`config.mk`:
```
export PLATFORM = sky130hd
export DESIGN_NAME = dispatch_ctrl_flat
export DESIGN_NICKNAME = d
export VERILOG_FILES = /design/src/rtl/dispatch_ctrl_pkg.sv /design/src/rtl/dispatch_ctrl_if.sv /design/src/rtl/dispatch_ctrl.sv /design/src/flat_wrapper.sv
export SDC_FILE = /design/constraint.sdc
export NUM_CORES = 1
export LEC_CHECK = 0
export BUFFER_PORTS_ARGS = -buffer_cell sky130_fd_sc_hd__buf_2
export CAP_MARGIN = 20
export CORE_ASPECT_RATIO = 1.4
export CORE_UTILIZATION = 40
export CTS_BUF_LIST = sky130_fd_sc_hd__clkbuf_8
export DETAILED_ROUTE_END_ITERATION = 10
export GPL_TIMING_DRIVEN = 0
export PLACE_DENSITY = 0.79
export SYNTH_ARGS = -nofsm -noshare
export SYNTH_HDL_FRONTEND = slang
export SYNTH_SLANG_ARGS = --single-unit
```
`constraint.sdc`:
```
create_clock -name clk_in -period 7.03 [get_ports clk_in]
set_input_delay 2.109 -clock clk_in [delete_from_list [all_inputs] [get_ports clk_in]]
set_output_delay 2.109 -clock clk_in [all_outputs]
set_load 0.005 [all_outputs]
```
`src/rtl/dispatch_ctrl_pkg.sv`:
```
// Shared types and constants for the dispatch stage: field widths, op classes,
// opcodes, the held-instruction record and the dispatch FSM states.
package dispatch_ctrl_pkg;

  localparam int unsigned AddrWidth   = 32;
  localparam int unsigned OpTypeWidth = 3;
  localparam int unsigned OpWidth     = 7;
  localparam int unsigned RegWidth    = 5;
  localparam int unsigned DataWidth   = 32;

  typedef enum logic [OpTypeWidth-1:0] {
    OpNop    = 3'd0,
    OpArith  = 3'd1,
    OpLoad   = 3'd2,
    OpSave   = 3'd3,
    OpJump   = 3'd4,
    OpBranch = 3'd5
  } op_type_e;

  localparam logic [OpWidth-1:0] OpcAddi = 7'b0010011;
  localparam logic [OpWidth-1:0] OpcAdd  = 7'b0110011;
  localparam logic [OpWidth-1:0] OpcLw   = 7'b0000011;
  localparam logic [OpWidth-1:0] OpcSw   = 7'b0100011;
  localparam logic [OpWidth-1:0] OpcBeq  = 7'b1100011;
  localparam logic [OpWidth-1:0] OpcJal  = 7'b1101111;

  typedef enum logic {StIdle, StHold} state_e;

  typedef struct packed {
    logic [AddrWidth-1:0] pc;
    op_type_e             op_type;
    logic [OpWidth-1:0]   opcode;
    logic [RegWidth-1:0]  rs1;
    logic [RegWidth-1:0]  rs2;
    logic [RegWidth-1:0]  rd;
    logic [DataWidth-1:0] imm;
  } instr_t;

  // Memory ops go to the load/store buffer; everything else to the reservation station.
  function automatic logic is_lsb_op(op_type_e op);
    return (op == OpLoad) || (op == OpSave);
  endfunction

endpackage

```
`src/rtl/dispatch_ctrl_if.sv`:
```
// Decoder-side and backend-side handshake bundle of the dispatch stage.
// The slave modport is the dispatch controller; master is its environment.
interface dispatch_ctrl_if
  import dispatch_ctrl_pkg::*;
#(
  parameter int unsigned ROB_TAG_WIDTH = 4
);

  logic                     rdy_dec_in;
  logic [AddrWidth-1:0]     pc_dec_in;
  logic [OpTypeWidth-1:0]   op_type_dec_in;
  logic [OpWidth-1:0]       opcode_dec_in;
  logic [RegWidth-1:0]      rs1_dec_in;
  logic [RegWidth-1:0]      rs2_dec_in;
  logic [RegWidth-1:0]      rd_dec_in;
  logic [DataWidth-1:0]     imm_dec_in;
  logic                     rdy_dispatch_dec_out;

  logic                     rob_full_in;
  logic                     rs_full_in;
  logic                     lsb_full_in;
  logic [ROB_TAG_WIDTH-1:0] rob_tag_in;

  logic                     rob_alloc_out;
  logic                     rs_issue_out;
  logic                     lsb_issue_out;
  logic [AddrWidth-1:0]     pc_out;
  logic [OpTypeWidth-1:0]   op_type_out;
  logic [OpWidth-1:0]       opcode_out;
  logic [RegWidth-1:0]      rs1_out;
  logic [RegWidth-1:0]      rs2_out;
  logic [RegWidth-1:0]      rd_out;
  logic [DataWidth-1:0]     imm_out;
  logic [ROB_TAG_WIDTH-1:0] tag_out;

  modport slave (
    input  rdy_dec_in, pc_dec_in, op_type_dec_in, opcode_dec_in, rs1_dec_in, rs2_dec_in,
           rd_dec_in, imm_dec_in, rob_full_in, rs_full_in, lsb_full_in, rob_tag_in,
    output rdy_dispatch_dec_out, rob_alloc_out, rs_issue_out, lsb_issue_out, pc_out,
           op_type_out, opcode_out, rs1_out, rs2_out, rd_out, imm_out, tag_out
  );

  modport master (
    output rdy_dec_in, pc_dec_in, op_type_dec_in, opcode_dec_in, rs1_dec_in, rs2_dec_in,
           rd_dec_in, imm_dec_in, rob_full_in, rs_full_in, lsb_full_in, rob_tag_in,
    input  rdy_dispatch_dec_out, rob_alloc_out, rs_issue_out, lsb_issue_out, pc_out,
           op_type_out, opcode_out, rs1_out, rs2_out, rd_out, imm_out, tag_out
  );

endinterface

```
`src/rtl/dispatch_ctrl.sv`:
```
// Single-entry dispatch buffer between decoder and ROB/RS/LSB, one issue per cycle.
// Define DISPATCH_STALL_CNT_EN to build the stall-cycle counter on stall_cnt_out.
module dispatch_ctrl
  import dispatch_ctrl_pkg::*;
#(
  parameter int unsigned ROB_TAG_WIDTH = 4
) (
  input  logic                 clk_in,
  input  logic                 rst_n_in,
  input  logic                 rdy_in,
  input  logic                 clear_in,
  dispatch_ctrl_if.slave       bus,
  output logic [31:0]          stall_cnt_out
);

  state_e                   state_q, state_d;
  instr_t                   hold_q;
  instr_t                   dec_instr;
  logic [ROB_TAG_WIDTH-1:0] tag;
  logic                     in_hold;
  logic                     to_lsb;
  logic                     target_full;
  logic                     issue_now;
  logic                     accept;
  logic                     load;

  assign dec_instr = '{
    pc:      bus.pc_dec_in,
    op_type: op_type_e'(bus.op_type_dec_in),
    opcode:  bus.opcode_dec_in,
    rs1:     bus.rs1_dec_in,
    rs2:     bus.rs2_dec_in,
    rd:      bus.rd_dec_in,
    imm:     bus.imm_dec_in
  };

  assign tag         = bus.rob_tag_in;
  assign in_hold     = (state_q == StHold);
  assign to_lsb      = is_lsb_op(hold_q.op_type);
  assign target_full = to_lsb ? bus.lsb_full_in : bus.rs_full_in;
  // Reset gates the handshakes combinationally so they drop the moment rst_n_in falls.
  assign issue_now   = rst_n_in & in_hold & rdy_in & ~clear_in & ~bus.rob_full_in & ~target_full;
  assign accept      = rst_n_in & rdy_in & ~clear_in & bus.rdy_dec_in & (~in_hold | issue_now);
  assign load        = accept & (dec_instr.op_type != OpNop);

  always_comb begin
    state_d = state_q;
    if (rdy_in) begin
      if (clear_in) begin
        state_d = StIdle;
      end else if (load) begin
        state_d = StHold;
      end else if (issue_now) begin
        state_d = StIdle;
      end
    end
  end

  always_ff @(posedge clk_in or negedge rst_n_in) begin
    if (!rst_n_in) begin
      state_q <= StIdle;
      hold_q  <= '0;
    end else begin
      state_q <= state_d;
      if (load) begin
        hold_q <= dec_instr;
      end
    end
  end

  always_comb begin
    bus.rdy_dispatch_dec_out = accept;
    bus.rob_alloc_out        = issue_now;
    bus.rs_issue_out         = issue_now & ~to_lsb;
    bus.lsb_issue_out        = issue_now & to_lsb;
    bus.tag_out              = '0;
    bus.pc_out               = '0;
    bus.op_type_out          = '0;
    bus.opcode_out           = '0;
    bus.rs1_out              = '0;
    bus.rs2_out              = '0;
    bus.rd_out               = '0;
    bus.imm_out              = '0;
    if (issue_now) begin
      bus.tag_out = tag;
    end
    if (in_hold) begin
      bus.pc_out      = hold_q.pc;
      bus.op_type_out = hold_q.op_type;
      bus.opcode_out  = hold_q.opcode;
      bus.rs1_out     = hold_q.rs1;
      bus.rs2_out     = hold_q.rs2;
      bus.rd_out      = hold_q.rd;
      bus.imm_out     = hold_q.imm;
    end
  end

`ifdef DISPATCH_STALL_CNT_EN
  logic [31:0] stall_cnt_q;

  // Counts cycles a held instruction was blocked by a full resource; clear does not reset it.
  always_ff @(posedge clk_in or negedge rst_n_in) begin
    if (!rst_n_in) begin
      stall_cnt_q <= '0;
    end else if (in_hold && rdy_in && !clear_in && !issue_now) begin
      stall_cnt_q <= stall_cnt_q + 32'd1;
    end
  end

  assign stall_cnt_out = stall_cnt_q;
`else
  assign stall_cnt_out = '0;
`endif

endmodule
```
`src/flat_wrapper.sv`:
```
// flat-port wrapper written by rule: the top's interface ports become plain ports
module dispatch_ctrl_flat import dispatch_ctrl_pkg::*;
#(
  parameter int unsigned ROB_TAG_WIDTH = 4
)
  (clk_in, rst_n_in, rdy_in, clear_in, stall_cnt_out, bus_rdy_dec_in, bus_pc_dec_in, bus_op_type_dec_in, bus_opcode_dec_in, bus_rs1_dec_in, bus_rs2_dec_in, bus_rd_dec_in, bus_imm_dec_in, bus_rob_full_in, bus_rs_full_in, bus_lsb_full_in, bus_rob_tag_in, bus_rdy_dispatch_dec_out, bus_rob_alloc_out, bus_rs_issue_out, bus_lsb_issue_out, bus_pc_out, bus_op_type_out, bus_opcode_out, bus_rs1_out, bus_rs2_out, bus_rd_out, bus_imm_out, bus_tag_out);
  dispatch_ctrl_if #(.ROB_TAG_WIDTH(ROB_TAG_WIDTH)) bus_i ();
  input  logic clk_in;
  input  logic rst_n_in;
  input  logic rdy_in;
  input  logic clear_in;
  output logic [31:0] stall_cnt_out;
  input wire logic [$bits(bus_i.rdy_dec_in)-1:0] bus_rdy_dec_in;
  input wire logic [$bits(bus_i.pc_dec_in)-1:0] bus_pc_dec_in;
  input wire logic [$bits(bus_i.op_type_dec_in)-1:0] bus_op_type_dec_in;
  input wire logic [$bits(bus_i.opcode_dec_in)-1:0] bus_opcode_dec_in;
  input wire logic [$bits(bus_i.rs1_dec_in)-1:0] bus_rs1_dec_in;
  input wire logic [$bits(bus_i.rs2_dec_in)-1:0] bus_rs2_dec_in;
  input wire logic [$bits(bus_i.rd_dec_in)-1:0] bus_rd_dec_in;
  input wire logic [$bits(bus_i.imm_dec_in)-1:0] bus_imm_dec_in;
  input wire logic [$bits(bus_i.rob_full_in)-1:0] bus_rob_full_in;
  input wire logic [$bits(bus_i.rs_full_in)-1:0] bus_rs_full_in;
  input wire logic [$bits(bus_i.lsb_full_in)-1:0] bus_lsb_full_in;
  input wire logic [$bits(bus_i.rob_tag_in)-1:0] bus_rob_tag_in;
  output wire logic [$bits(bus_i.rdy_dispatch_dec_out)-1:0] bus_rdy_dispatch_dec_out;
  output wire logic [$bits(bus_i.rob_alloc_out)-1:0] bus_rob_alloc_out;
  output wire logic [$bits(bus_i.rs_issue_out)-1:0] bus_rs_issue_out;
  output wire logic [$bits(bus_i.lsb_issue_out)-1:0] bus_lsb_issue_out;
  output wire logic [$bits(bus_i.pc_out)-1:0] bus_pc_out;
  output wire logic [$bits(bus_i.op_type_out)-1:0] bus_op_type_out;
  output wire logic [$bits(bus_i.opcode_out)-1:0] bus_opcode_out;
  output wire logic [$bits(bus_i.rs1_out)-1:0] bus_rs1_out;
  output wire logic [$bits(bus_i.rs2_out)-1:0] bus_rs2_out;
  output wire logic [$bits(bus_i.rd_out)-1:0] bus_rd_out;
  output wire logic [$bits(bus_i.imm_out)-1:0] bus_imm_out;
  output wire logic [$bits(bus_i.tag_out)-1:0] bus_tag_out;
  assign bus_i.rdy_dec_in = bus_rdy_dec_in;
  assign bus_i.pc_dec_in = bus_pc_dec_in;
  assign bus_i.op_type_dec_in = bus_op_type_dec_in;
  assign bus_i.opcode_dec_in = bus_opcode_dec_in;
  assign bus_i.rs1_dec_in = bus_rs1_dec_in;
  assign bus_i.rs2_dec_in = bus_rs2_dec_in;
  assign bus_i.rd_dec_in = bus_rd_dec_in;
  assign bus_i.imm_dec_in = bus_imm_dec_in;
  assign bus_i.rob_full_in = bus_rob_full_in;
  assign bus_i.rs_full_in = bus_rs_full_in;
  assign bus_i.lsb_full_in = bus_lsb_full_in;
  assign bus_i.rob_tag_in = bus_rob_tag_in;
  assign bus_rdy_dispatch_dec_out = bus_i.rdy_dispatch_dec_out;
  assign bus_rob_alloc_out = bus_i.rob_alloc_out;
  assign bus_rs_issue_out = bus_i.rs_issue_out;
  assign bus_lsb_issue_out = bus_i.lsb_issue_out;
  assign bus_pc_out = bus_i.pc_out;
  assign bus_op_type_out = bus_i.op_type_out;
  assign bus_opcode_out = bus_i.opcode_out;
  assign bus_rs1_out = bus_i.rs1_out;
  assign bus_rs2_out = bus_i.rs2_out;
  assign bus_rd_out = bus_i.rd_out;
  assign bus_imm_out = bus_i.imm_out;
  assign bus_tag_out = bus_i.tag_out;
  dispatch_ctrl #(.ROB_TAG_WIDTH(ROB_TAG_WIDTH)) u_core (.clk_in(clk_in), .rst_n_in(rst_n_in), .rdy_in(rdy_in), .clear_in(clear_in), .bus(bus_i), .stall_cnt_out(stall_cnt_out));
endmodule
```
==> out/results.ini, run 1 <==
[status]
outcome=finished clean

[yosys]
synthCells=344
synthTopCellsByArea=dfrtp_1 51%, mux2_2 17%, and2_1 13%
synth_edf_count=0
yosysTopAreaCellShare_pct=51.30
synthTopCellsByCount=92 x and2_1, 90 x dfrtp_1, 68 x mux2_2
synthMostInstantiatedCell=and2_1
ys_seq_area_share_pct=51.30
yosysTopAreaCell=dfrtp_1
synth_area_sq_um=4390
synthDistinctLibCells=28
syn_avg_cell_area_sq_um=12.76
ys_ff_latch=90
ys.flop_type=dfrtp_1
synthArstFlopShare_pct=100.0
synth-warning-count=0

[critical_path]
critPathLaunchType=input pin
slowest_delay_ns=0.46
critPathCaptureType=primary output
crit_path_max_fanout=48
worstSetupPathType=input pin to primary output
r2r_cells=6
crit_required_ns=4.92
critPathSlowestCell=buf_4
cp_cell_sequence=buf_4 -> buf_16 -> nand2_1 -> nor4_2 -> nor2b_1 -> buf_2
critPathArrivalTime_ns=3.69

[floorplan]
initial_core_util_pct=41.75
io_pins=230
die_area_sq_um=11410
die_w_microns=90.55
fp.dieH_microns=126.0
fp-row-count=44
core_sq_um=10520

[drt]
wl_met3_microns=640
wl_met1_microns=3673
drt_iter0_drc=58
ant_nets=0
routed-wl-met2_microns=5141
dr.max_layer_used=met4
totalWireLength_microns=9684
dr.pass1.iters=4
vias_per_cell=4.474
wl_per_cell_microns=13.34
vias=3248
drc_errors=0

[clock_network]
cts_htree_levels=3
cts-root-buf=clkbuf_8
cts_tree=yes
path_clk_slew_ns=0.08
numCtsBuffers=9
insertion_delay_ns=0.35
cts_buffer_depth=2
ctsResizeCount=0
post_cts_buffers=0
hold_buffers=0
clkSinkCount=90

[cells_and_area]
area_growth_pct=33.91
nNetsFinal=685
final_area_sq_um=5879
n_antenna_cell=0
fillCellCount=931
stdcell_count=726
drive_gt1_share_pct=58.50
register_area_sq_um=2252
multi_input_area_sq_um=1906

[power]
switching_share_pct=25.70
total_leakage_power_nw=3.174
pwr_density_cell_nw_per_um2=227.1
p_clk_share_pct=25.2
p_switching_mw=0.3431
power_frac_comb_pct=21.7
vdd_ir_drop_max_mv=0.1110
power_frac_seq_pct=53.0
intPower_mw=0.9919

[sta]
slew-limit-headroom_pct=60.27
worst_slew_pin_slew_ns=0.5960
min_period_ns=5.801
final-setup-viol-count=0
fin_hold_ws_ns=0.5025
worst_clock_skew_ns=0.01117
fin_crit_sh_pct=82.52
fmax_ghz=0.1724
fin_tns_setup_ns=0
hold_viol_final=0
maxSlewViolCount=0
rsz0062_at_grt=no

[global_route]
grtUsageTotal_pct=17.44
grt_pass1_wl_microns=15590
overflow=0
grt_pass1_vias=3299
antenna_found_initial=0
grt_max_degree=49

[place]
place.gp.congestion=0.7989
placedCellCount=711
hpwl_microns=7624
dpl_cell_area_sq_um=5695
portBuffers=197

[flow_run]
max_cap_viol_count=0

[hold_path]
hold_depth=1
hold_path.class=flop to flop

## power by group through the flow
stage          Combinational (mW)  Clock [mW]  Sequential (mW)
3_3_place_gp                0.281           0            0.710
5_1_grt                     0.322       0.368            0.725
6_report                    0.290       0.337            0.708
3_5_place_dp                0.295           0            0.719
4_1_cts                     0.296       0.348            0.709
2_1_floorplan               0.197           0            0.695
## sequential cells by signal, indices dropped and copies added (netlist names)
name and flops:
u_core.hold_q 89, u_core.in_hold 1
## placed cells by master (no fill, tap or decap), types with 2 or more instances in the layout
cell type,synthesis,final
and2_1,92,92
buf_2,6,202
buf_4,32,33
buf_6,3,3
clkbuf_1,9,9
clkbuf_8,0,9
clkinv_2,0,2
conb_1,1,32
dfrtp_1,90,90
inv_1,2,3
mux2_2,68,68
mux2_4,18,18
nor2_1,5,5
o2bb2ai_1,2,2
## path summary, 6_finish.rpt
check                             startpoint           endpoint  slack [ns]
setup reg to reg           u_core.hold_q[56]  u_core.hold_q[86]        5.08
hold reg to reg            u_core.hold_q[41]  u_core.hold_q[41]        0.50
min in group asynchronous           rst_n_in  u_core.hold_q[63]        1.76
hold / removal             u_core.hold_q[41]  u_core.hold_q[41]        0.50
max in group asynchronous           rst_n_in  u_core.hold_q[40]        4.65
setup / recovery                    rst_n_in  bus_lsb_issue_out        1.23
## cells by family (layout without fill, tap and decap cells)
| family | count (synthesis) | count (layout) | share of synthesized area (%) |
|---|---|---|---|
| and+or+nand+nor | 106 | 106 | 15.45 |
| DFF | 90 | 90 | 51.30 |
| muxes | 86 | 86 | 23.60 |
| AOI/OAI and AO/OA | 8 | 8 | 1.624 |
| other | 1 | 32 | 0.08541 |
| buffers and inverters | 53 | 266 | 7.951 |
## worst max-delay path, delay by kind of cell
kind,cells,cell delay [ns]
buf+inv,3,0.89
simple gates,3,0.66
## final cells by class
type / count / share of cell area, %
Clock inverter: 6 / 1.021
Multi-Input combinational cell: 232 / 32.41
Sequential cell: 90 / 38.31
Buffer: 50 / 5.746
Inverter: 3 / 0.1915
Clock buffer: 9 / 2.107
Timing Repair Buffer: 198 / 17.28
Tap cell: 138 / 2.937
## routing by layer
| layer | track usage (%) | vias to the layer above |
|---|---|---|
| li1 | - | 1540 |
| met1 | 19.23 | 1543 |
| met2 | 31.77 | 148 |
| met3 | 3.200 | 17 |
| met4 | 8.729 | 0 |
| met5 | 0 | - |
## per-stage QoR
| stage | utilization, % | power [mW] | setup WS [ns] |
|---|---|---|---|
| after floorplan | - | 0.8919 | 1.788 |
| after global placement | 53.88 | 0.9910 | 0.3841 |
| after detailed placement | 54.16 | 1.014 | 1.175 |
| after CTS | 55.91 | 1.353 | 1.165 |
| after global routing | 55.91 | 1.415 | 0.9340 |
| final | 55.91 | 1.335 | 1.229 |
Note: power is estimated with default switching activity, not from simulation.
==> inputs of run 2 (changes only) <==
--- a/config.mk
+++ b/config.mk
@@ -5,6 +5,7 @@
 export SDC_FILE = /design/constraint.sdc
 export NUM_CORES = 1
 export LEC_CHECK = 0
+export ABC_AREA = 1
 export BUFFER_PORTS_ARGS = -buffer_cell sky130_fd_sc_hd__buf_2
 export CAP_MARGIN = 20
 export CORE_ASPECT_RATIO = 1.4
@@ -12,7 +13,7 @@
 export CTS_BUF_LIST = sky130_fd_sc_hd__clkbuf_8
 export DETAILED_ROUTE_END_ITERATION = 10
 export GPL_TIMING_DRIVEN = 0
-export PLACE_DENSITY = 0.79
+export PLACE_DENSITY = 0.78
 export SYNTH_ARGS = -nofsm -noshare
 export SYNTH_HDL_FRONTEND = slang
 export SYNTH_SLANG_ARGS = --single-unit
==> constraint.sdc (replaced) <==
create_clock -name clk_in -period 5.65 [get_ports clk_in]
set_input_delay 1.695 -clock clk_in [delete_from_list [all_inputs] [get_ports clk_in]]
set_output_delay 1.695 -clock clk_in [all_outputs]
set_load 0.005 [all_outputs]
==> run 2 against run 1 <==
Against the previous run: synthesized cell count up 88%; sequential cell count stayed put; cell area increased by 6.0%; register-to-register slack got worse by 1.7 ns; core utilization decreased by 1.2 points; global-route usage is 4.4 points higher; count of clock-buffer cells in the layout increased by 2; first-iteration DRC count grew to 4.6 times the previous value; combinational power increased by 120%; sequential power up 36%.
==> out/results.ini, run 2 <==
[clock_network]
hold_buffers=0
ctsResizeCount=0
clkSinkCount=90
insertion_delay_ns=0.36
path_clk_slew_ns=0.08
cts_htree_levels=3
cts_buffer_depth=2
cts_tree=yes
numCtsBuffers=9
cts-root-buf=clkbuf_8
post_cts_buffers=0

[drt]
drc_errors=0
vias=4765
dr.pass1.iters=4
drt_iter0_drc=266
vias_per_cell=4.595
wl_per_cell_microns=12.73
ant_nets=0
totalWireLength_microns=13200

[yosys]
synthTopCellsByArea=dfrtp_1 48%, nand2_1 22%, nand4_1 12%
synthArstFlopShare_pct=100.0
syn_avg_cell_area_sq_um=7.297
synth-warning-count=0
synthDistinctLibCells=17
synthTopCellsByCount=275 x nand2_1, 96 x inv_1, 90 x dfrtp_1
yosysTopAreaCellShare_pct=47.63
ys_ff_latch=90
synth_edf_count=0
synthCells=648
synth_area_sq_um=4728
ys_seq_area_share_pct=47.63
yosysTopAreaCell=dfrtp_1
ys.flop_type=dfrtp_1
synthMostInstantiatedCell=nand2_1

[cells_and_area]
final_area_sq_um=6230
drive_gt1_share_pct=29.34
top_register=u_core.hold_q
largest_reg_flops=89
final_cell_mix=275 x nand2_1, 204 x buf_2, 96 x inv_1
mostFrequentLayoutCell=nand2_1
n_antenna_cell=0
postLayoutCoreUtil_pct=54.67
register_area_sq_um=2252
area_growth_pct=31.75
multi_input_area_sq_um=1787
nNetsFinal=989
fillCellCount=1141

[global_route]
antenna_found_initial=0
overflow=0
grt_pass1_wl_microns=20760
grt_max_degree=57
grt_pass1_vias=4361
grtUsageTotal_pct=21.81

[critical_path]
r2r_start=u_core.hold_q[55]
critPathCaptureType=primary output
worstSetupPathType=input pin to primary output
rr_endpoint=u_core.hold_q[58]
crit_path_max_fanout=56
critPathLaunchType=input pin
critPathArrivalTime_ns=3.49
crit_required_ns=3.95
r2r_setup_slack_ns=3.42
r2r_cells=8

[place]
hpwl_microns=10050
portBuffers=197
dpl_cell_area_sq_um=6041
place.gp.congestion=0.8229
dpl_worst_slack_ns=0.4176

[power]
vdd_ir_drop_max_mv=0.1597
total_leakage_power_nw=4.269
pwr_density_cell_nw_per_um2=322.5

[sta]
slew-limit-headroom_pct=60.15
fmax_ghz=0.1928
fin_tns_setup_ns=0
worst_slew_pin_slew_ns=0.5978
worst_clock_skew_ns=0.01518
fin_crit_sh_pct=91.82
fin_ws_ns=0.4620
fin_hold_ws_ns=0.4780
final-setup-viol-count=0
rsz0062_at_grt=no
min_period_ns=5.188
hold_viol_final=0
maxSlewViolCount=0

[hold_path]
hold_depth=2
worstHoldStart=u_core.hold_q[63]
hold_path.class=flop to flop
min_to=u_core.hold_q[63]

[floorplan]
fp-row-count=46
die_area_sq_um=12270
initial_core_util_pct=41.49
core_sq_um=11400
io_pins=230
fp.dieH_microns=130.6
die_w_microns=93.89

[status]
outcome=finished clean

[flow_run]
max_cap_viol_count=0

-- run 2: cell types whose count changed in the layout (fill, tap and decap cells not counted), sizes merged, moves of 4 or more --
cell	previous run	this run
nand2	1	275
clkbuf	18	45
and2	92	0
mux2	86	0
nor2	6	10
inv	4	99
nand4	0	88
buf	239	243
-- run 2: per-layer routing --
layer	wire length (microns)	part of all wire, %	up-vias	track usage [%]
met5	0	0	-	0
met4	426	3.2	0	11.40
met3	696	5.3	33	3.472
met2	6784	51	156	37.53
met1	5291	40	2160	26.20
li1	-	-	2416	-
-- run 2: worst max path at each step --
stage	depth (start not counted)	to	startpoint
final	9	bus_rs_issue_out	rst_n_in
after global routing	9	bus_rs_issue_out	rst_n_in
after CTS	9	bus_rs_issue_out	rst_n_in
after detailed placement	9	bus_rs_issue_out	rst_n_in
after global placement	8	bus_rs_issue_out	rst_n_in
after floorplan	6	bus_rs_issue_out	rdy_in
-- run 2: kinds of logic (layout without fill, tap and decap cells) --
group                  after synthesis  in the layout  synth area share [%]
AND/OR/NAND/NOR                    378            378                 34.96
buffers and inverters              177            391                 17.04
flip-flops                          90             90                 47.63
AO/OA/AOI/OAI                        2              2                0.2910
other                                1             32               0.07931
-- run 2: per-stage QoR --
| stage | std cells | total power [mW] |
|---|---|---|
| 4_1_cts | 1037 | 2.033 |
| 3_3_place_gp | 1020 | 1.577 |
| 5_1_grt | 1037 | 2.175 |
| 3_5_place_dp | 1021 | 1.606 |
| 6_report | 1037 | 2.009 |
| 2_1_floorplan | 679 | 1.326 |
-- run 2: area by class of cell --
cell class	instances	share of cell area [%]
Inverter	98	5.905
Buffer	79	7.030
Timing Repair Buffer	198	16.31
Clock inverter	5	0.6025
Tap cell	144	2.892
Multi-Input combinational cell	412	28.68
Sequential cell	90	36.15
Clock buffer	11	2.430
-- run 2: worst max-delay path: stages --
cell	delay (ns)
buf_4	0.40
buf_16	0.32
nand2_1	0.08
nor2_1	0.14
nand2_1	0.10
nor2_1	0.22
inv_1	0.21
a21oi_1	0.15
buf_2	0.12
-- run 2: power breakdown --
| part | internal [mW] | leakage [nW] | switching [mW] |
|---|---|---|---|
| clock network | 0.186 | 0.0919 | 0.237 |
| registers | 0.847 | 1.14 | 0.113 |
| logic | 0.258 | 3.04 | 0.368 |
| total | 1.29 | 4.27 | 0.718 |
